--- config.mk ---
export PLATFORM = sky130hd
export DESIGN_NAME = fact_bus_if
export DESIGN_NICKNAME = d
export VERILOG_FILES = /design/src/rtl/fact_bus_if_pkg.sv /design/src/rtl/fact_rd_mux4.sv /design/src/rtl/fact_bus_if.sv
export SDC_FILE = /design/constraint.sdc
export NUM_CORES = 1
export LEC_CHECK = 0
export ABC_AREA = 1
export BUFFER_PORTS_ARGS = -buffer_cell sky130_fd_sc_hd__buf_2
export CORE_MARGIN = 4
export CORE_UTILIZATION = 54
export CTS_CLUSTER_SIZE = 20
export DETAILED_ROUTE_END_ITERATION = 10
export PLACE_DENSITY = 0.95
export SYNTH_ARGS = -nofsm -noshare
export SYNTH_HDL_FRONTEND = slang
export SYNTH_HIERARCHICAL = 1
export SYNTH_SLANG_ARGS = --single-unit
--- constraint.sdc ---
create_clock -name CLK -period 3.32 [get_ports CLK]
set_clock_uncertainty 0.1 [all_clocks]
set_input_delay 0.498 -clock CLK [delete_from_list [all_inputs] [get_ports CLK]]
set_output_delay 0.498 -clock CLK [all_outputs]
set_load 0.02 [all_outputs]
--- src/rtl/fact_bus_if_pkg.sv ---
// Shared definitions for the factorial-core bus interface: address map, FSM encoding, operand limit.
package fact_bus_if_pkg;

    localparam int unsigned A_W = 2;
    localparam int unsigned N_W = 4;

    localparam logic [A_W-1:0] ADDR_N   = 2'd0;
    localparam logic [A_W-1:0] ADDR_GO  = 2'd1;
    localparam logic [A_W-1:0] ADDR_ST  = 2'd2;
    localparam logic [A_W-1:0] ADDR_RES = 2'd3;

    // Largest operand whose factorial still fits in 32 bits
    localparam logic [N_W-1:0] N_MAX = 4'd12;

    typedef enum logic [1:0] {
        IDLE   = 2'd0,
        LAUNCH = 2'd1,
        BUSY   = 2'd2
    } state_t;

    typedef struct packed {
        logic err;
        logic done;
    } status_t;

endpackage

--- src/rtl/fact_rd_mux4.sv ---
// Bus read path: 4:1 word mux selected by the bus address.
module fact_rd_mux4
    import fact_bus_if_pkg::*;
#(
    parameter int unsigned RES_W = 32
) (
    input  logic [A_W-1:0]   sel,
    input  logic [RES_W-1:0] d0,
    input  logic [RES_W-1:0] d1,
    input  logic [RES_W-1:0] d2,
    input  logic [RES_W-1:0] d3,
    output logic [RES_W-1:0] rd_c
);

    always_comb begin
        rd_c = d0;
        case (sel)
            ADDR_GO:  rd_c = d1;
            ADDR_ST:  rd_c = d2;
            ADDR_RES: rd_c = d3;
            default:  rd_c = d0;
        endcase
    end

endmodule

--- src/rtl/fact_bus_if.sv ---
// Register-mapped bus front end for a factorial core: operand/launch control, status flags, result capture.
module fact_bus_if
    import fact_bus_if_pkg::*;
#(
    parameter int unsigned RES_W = 32
) (
    input  logic             CLK,
    input  logic             RST,
    input  logic             WE,
    input  logic [A_W-1:0]   A,
    input  logic [RES_W-1:0] WD,
    output logic [RES_W-1:0] RD,
    output logic [N_W-1:0]   N_OUT,
    output logic             GO_OUT,
    input  logic             DONE_IN,
    input  logic [RES_W-1:0] RES_IN
);

    state_t           state;
    logic [N_W-1:0]   n_q;
    logic [RES_W-1:0] res_q;
    status_t          status_q;
    logic             go_q;

    logic wr_n_c;
    logic wr_go_c;
    logic busy_c;
    logic wd_unused;

    assign wr_n_c  = WE && (A == ADDR_N);
    assign wr_go_c = WE && (A == ADDR_GO) && WD[0];
    assign busy_c  = (state != IDLE);

    // Only the operand nibble and the GO bit of write data have a destination
    assign wd_unused = ^WD[RES_W-1:N_W];

    // Control FSM; GO_OUT is registered so it is high exactly while in LAUNCH
    always_ff @(posedge CLK or posedge RST) begin
        if (RST) begin
            state    <= IDLE;
            n_q      <= '0;
            res_q    <= '0;
            status_q <= '0;
            go_q     <= 1'b0;
        end else begin
            go_q <= 1'b0;
            case (state)
                IDLE: begin
                    if (wr_n_c) begin
                        n_q <= WD[N_W-1:0];
                    end
                    if (wr_go_c) begin
                        if (n_q <= N_MAX) begin
                            status_q <= '0;
                            go_q     <= 1'b1;
                            state    <= LAUNCH;
                        end else begin
                            status_q.err <= 1'b1;
                        end
                    end
                end
                LAUNCH: begin
                    state <= BUSY;
                end
                BUSY: begin
                    if (DONE_IN) begin
                        res_q         <= RES_IN;
                        status_q.done <= 1'b1;
                        state         <= IDLE;
                    end
                end
                default: begin
                    state <= IDLE;
                end
            endcase
        end
    end

    assign N_OUT  = n_q;
    assign GO_OUT = go_q;

    fact_rd_mux4 #(
        .RES_W (RES_W)
    ) u_rd_mux (
        .sel  (A),
        .d0   (RES_W'(n_q)),
        .d1   (RES_W'(busy_c)),
        .d2   (RES_W'(status_q)),
        .d3   (res_q),
        .rd_c (RD)
    );

endmodule

* Word-level counts from Yosys, hierarchy flattened
Cells that the tools add are included.
Storage, ports and cells: register bits 41, latch bits 0, RAM bits 0, bits in read-only memories 0, input port bits 70, output and inout bits 37, logic and storage cells 40, memories 0
Operators by class: $add $sub $neg 0, $mul 0, div/mod/pow operators 0, magnitude comparators 1, equal/unequal tests 8, shifts and indexed selects 0, multiplexer cells 13, bitwise logic cells 0, reductions and logical operators 12
Operators by type and width (count):
- $pmux 32 s3 | 1
- $mux 1 | 7
- $eq 2x2->1 const B | 3
- $mux 2 | 3
- $ne 2x2->1 const B | 3
- $pmux 2 s3 | 1
- $reduce_and 2->1 | 3
- $eq 2x1->1 const B | 2
- $le 4x4->1 const B | 1
- $logic_not 2->1 | 2
- $reduce_and 4->1 | 1
- $reduce_bool 2->1 | 2
- $logic_and 1x1->1 | 3
- $reduce_and 3->1 | 1
- $pmux 1 s2 | 1

* Longest topological paths before layout
depth after elaboration 5, mapped depth 6, mapped depth without buffers 6

* Modules after synthesis
Netlist, hierarchy kept.
Modules (own cells, without submodules):
- fact_bus_if | instances 1, cells each 183, area an instance 1765.4 um^2, seq. area each 1026.0 um^2
- fact_rd_mux4 | instances 1, cells each 186, area an instance 1078.5 um^2, seq. area each 0.0 um^2

* Least setup slack after synthesis
No wires, ideal clock.
path type input -> output, start in A[0], end out RD[2], arrival 1068 ps, required time 2722 ps, path slack 1654 ps, cell stages on the path 4, cell sequence nor2_2 > buf_2 > nand2_1 > nand4_1
On the way: word-level cells in the longest chain between the ends 2
RTL lines:
- start, declared | RTL line fact_bus_if.sv:10 | input logic [A_W-1:0] A,
- $eq 2x2->1 / $eq 2x1->1 (equally long branches) | RTL line fact_rd_mux4.sv:17 | case (sel)
- $pmux 32 s3 * | RTL line fact_rd_mux4.sv:17
- end, declared | RTL line fact_bus_if.sv:12 | output logic [RES_W-1:0] RD,
Every way passes the cells marked *; elsewhere a longest branch is shown, timed or not.

* Worst setup path after layout
start in A[1], end out RD[0]
Same word-level chain as after synthesis.

==> metrics.cfg <==
[worst_setup_path]
arrival_ns = 1.95
crit_path_end = RD[0]
r2r_slack_ns = 1.57
crit_start = A[1]
r2r-end = res_q[19]$_DFFE_PP0P_
path_cells = buf_2 > inv_2 > nand3_1 > nand4_1 > buf_2
start_kind = input port
path_class = input port to output pin
cp_common_cell = buf_2
end_kind = output pin
slowest_stage = buf_2
worstPathMaxFanout = 34
worstRegToRegCells = 3
rr_startpoint = state[0]$_DFFE_PP0P_
cpPeakStageDelay_ns = 0.50
required_ns = 2.72

[route]
wire_per_inst_um = 12.1
vias = 2876
dr.pass1.iters = 5
wl_mm = 7.14
ant_nets = 0
vias_per_cell = 4.89
drc_errors = 0
drtIter0Drc = 165

[global_routing]
grt-ovfl-total = 0
grt_antenna_before_repair = 0
grt_max_degree = 66
grt_usage_pct = 23.6
grt_pass1_vias = 2693
grt_pass1_wl_mm = 12.2

[placement]
postPlaceCellArea_mm2 = 0.00340
pre_cts_slack_ns = 0.808
dp_hpwl_mm = 4.98
io_buffers = 78
place_congestion = 0.815

[clock_tree]
clk_pin_slew_ns = 0.07
postCtsSetupRepairBufs = 0
hold_buffers = 0
cts-buffers-inserted = 5
htree_levels = 2
post_cts_resized = 0
clockRootBuffer = clkbuf_8
insertion_delay_ns = 0.29
cts.sinks = 41
clk_path_buf_depth = 2
cts_tree = done

[power]
ir_drop_mv = 0.460
p_comb_share_pct = 38.9
p_leak_nw = 1.95
internal-power_mw = 1.26
p_sw_mw = 0.837
p_per_area_mw_per_mm2 = 597
seq_power_share_pct = 41.1
p_clk_share_pct = 20.0
switching_share_pct = 39.8

[floorplan]
ios = 107
die_w_um = 80.6
rows = 26
die_h_um = 80.6
start_util_pct = 55.7
die_area_mm2 = 0.00649
design.core.area_mm2 = 0.00511

[layout]
synthToLayoutAreaGrowth_pct = 23.8
fill_cells = 449
antenna_cells = 0
nNetsFinal = 587
drive_above_1_share_pct = 25.1
post-route-cell-area_mm2 = 0.00352

[flow_run]
max_cap_violations = 0

[logic_synthesis]
ys_seq_area_share_pct = 36.1
ys_seq_elements = 41
synth_cells = 369
synthesis.area_mm2 = 0.00284
ys_types = 21
synth_area_per_cell_um2 = 7.71
ys.warnings.count = 6

[timing]
fin_crit_sh_pct = 76.7
timing.final.crit_period_ns = 2.55
slew_viol_final = 0
max_freq_mhz = 393
layout_setup_ws_ns = 0.775
setup_viol = 0
hold_viol_final = 0
finalSetupTns_ns = 0
whs_ns = 0.300
maxSlewHeadroom_pct = 40.3
tightest_slew_ns = 0.895
rsz0062_at_grt = no

[worst_hold_path]
hp-class = input port to async pin

[run_status]
outcome = complete, no violations

## cell families (layout without fill, tap and decap cells)
logic type / after synthesis / after routing / synth area share, %
buffers and inverters: 72 / 133 / 15.8
AO/OA/AOI/OAI: 34 / 34 / 9.11
flip-flops: 41 / 41 / 36.1
AND/OR/NAND/NOR: 221 / 221 / 38.9
other: 1 / 89 / 0.132
## power groups by stage
stage / sequential (mW) / combinational [mW] / clock (mW)
after floorplan: 0.861 / 0.638 / 0
after global placement: 0.854 / 0.781 / 0
after detailed placement: 0.873 / 0.816 / 0
after CTS: 0.863 / 0.822 / 0.430
after global routing: 0.893 / 0.916 / 0.451
final: 0.864 / 0.817 / 0.420
## layout by cell type, fill, tap and decap left out
cell / Yosys / layout
o21a_1: 1 / 1
inv_1: 40 / 39
bufinv_16: 0 / 1
inv_2: 2 / 3
conb_1: 1 / 89
o21ai_0: 1 / 1
nor2_1: 3 / 3
nand3b_4: 1 / 1
o21ai_1: 9 / 9
nand3_1: 91 / 91
clkinvlp_4: 0 / 1
buf_2: 8 / 78
nand3_2: 10 / 10
nand4_1: 32 / 32
clkbuf_8: 0 / 6
nor2_2: 2 / 2
o21ai_2: 23 / 23
nand2_1: 82 / 82
dfrtp_1: 41 / 41
buf_4: 6 / 5
## worst max-delay path, delay by kind of cell
| family | cells | cell delay, ns |
|---|---|---|
| buffers and inverters | 3 | 1.12 |
| AND/OR/NAND/NOR | 2 | 0.30 |
## through the flow
step                      cells  power [mW]  util, %
after global routing        588        2.26     68.9
after CTS                   588        2.12     68.9
after floorplan             457        1.50        -
final                       588        2.10     68.9
after detailed placement    580        1.69     66.6
after global placement      580        1.64     66.6
## routing by layer
layer  GRT usage (%)  wire length [µm]  up-vias
met2            40.9              3700       89
met5               0                 0        -
met4            8.45               184        0
li1                -                 -     1447
met3            4.15               389       18
met1            29.2              2880     1322
## flip-flops by register name, indices dropped and copies added, names as in the netlist
name      count
GO_OUT        1
state         2
status_q      2
res_q        32
N_OUT         4
## cells in the mapped netlist
master	instances	area, µm²
buf_12	1	20.0
o21ai_1	9	45.0
o21ai_2	23	201
inv_1	40	150
buf_4	6	45.0
nand3b_4	1	20.0
o21a_1	1	7.51
nand2_1	82	308
nand3_2	10	100
clkbuf_2	1	5.00
o21ai_0	1	5.00
nand4_1	32	200
nor2_1	3	11.3
nor2_2	2	12.5
conb_1	1	3.75
buf_6	8	90.1
dfrtp_1	41	1030
nand3_1	91	455
buf_8	6	90.1
buf_2	8	40.0
inv_2	2	7.51
## layout make-up
type / instances / area (µm²) / share of cell area [%]
well taps: 70 / 87.6 / 2.49
clock buffers: 6 / 82.6 / 2.35
repair buffers: 83 / 428 / 12.2
inverters: 42 / 158 / 4.48
multi-input cells: 344 / 1700 / 48.3
clock inverters: 2 / 37.5 / 1.07
flip-flops and latches: 41 / 1030 / 29.2
## worst min-delay path by stage
stage | cells past startpoint | endpoint | from | slack (ns)
global route | 3 | res_q[2]$_DFFE_PP0P_ | RES_IN[2] | 0.33
CTS | 2 | res_q[13]$_DFFE_PP0P_ | RST | 0.31
global placement | 2 | status_q[0]$_DFFE_PP0P_ | status_q[0]$_DFFE_PP0P_ | 0.35
floorplan | 2 | status_q[0]$_DFFE_PP0P_ | status_q[0]$_DFFE_PP0P_ | 0.34
finish | 2 | res_q[22]$_DFFE_PP0P_ | RST | 0.30
detailed placement | 2 | res_q[12]$_DFFE_PP0P_ | res_q[12]$_DFFE_PP0P_ | 0.37
(Power assumes the default switching activity.)
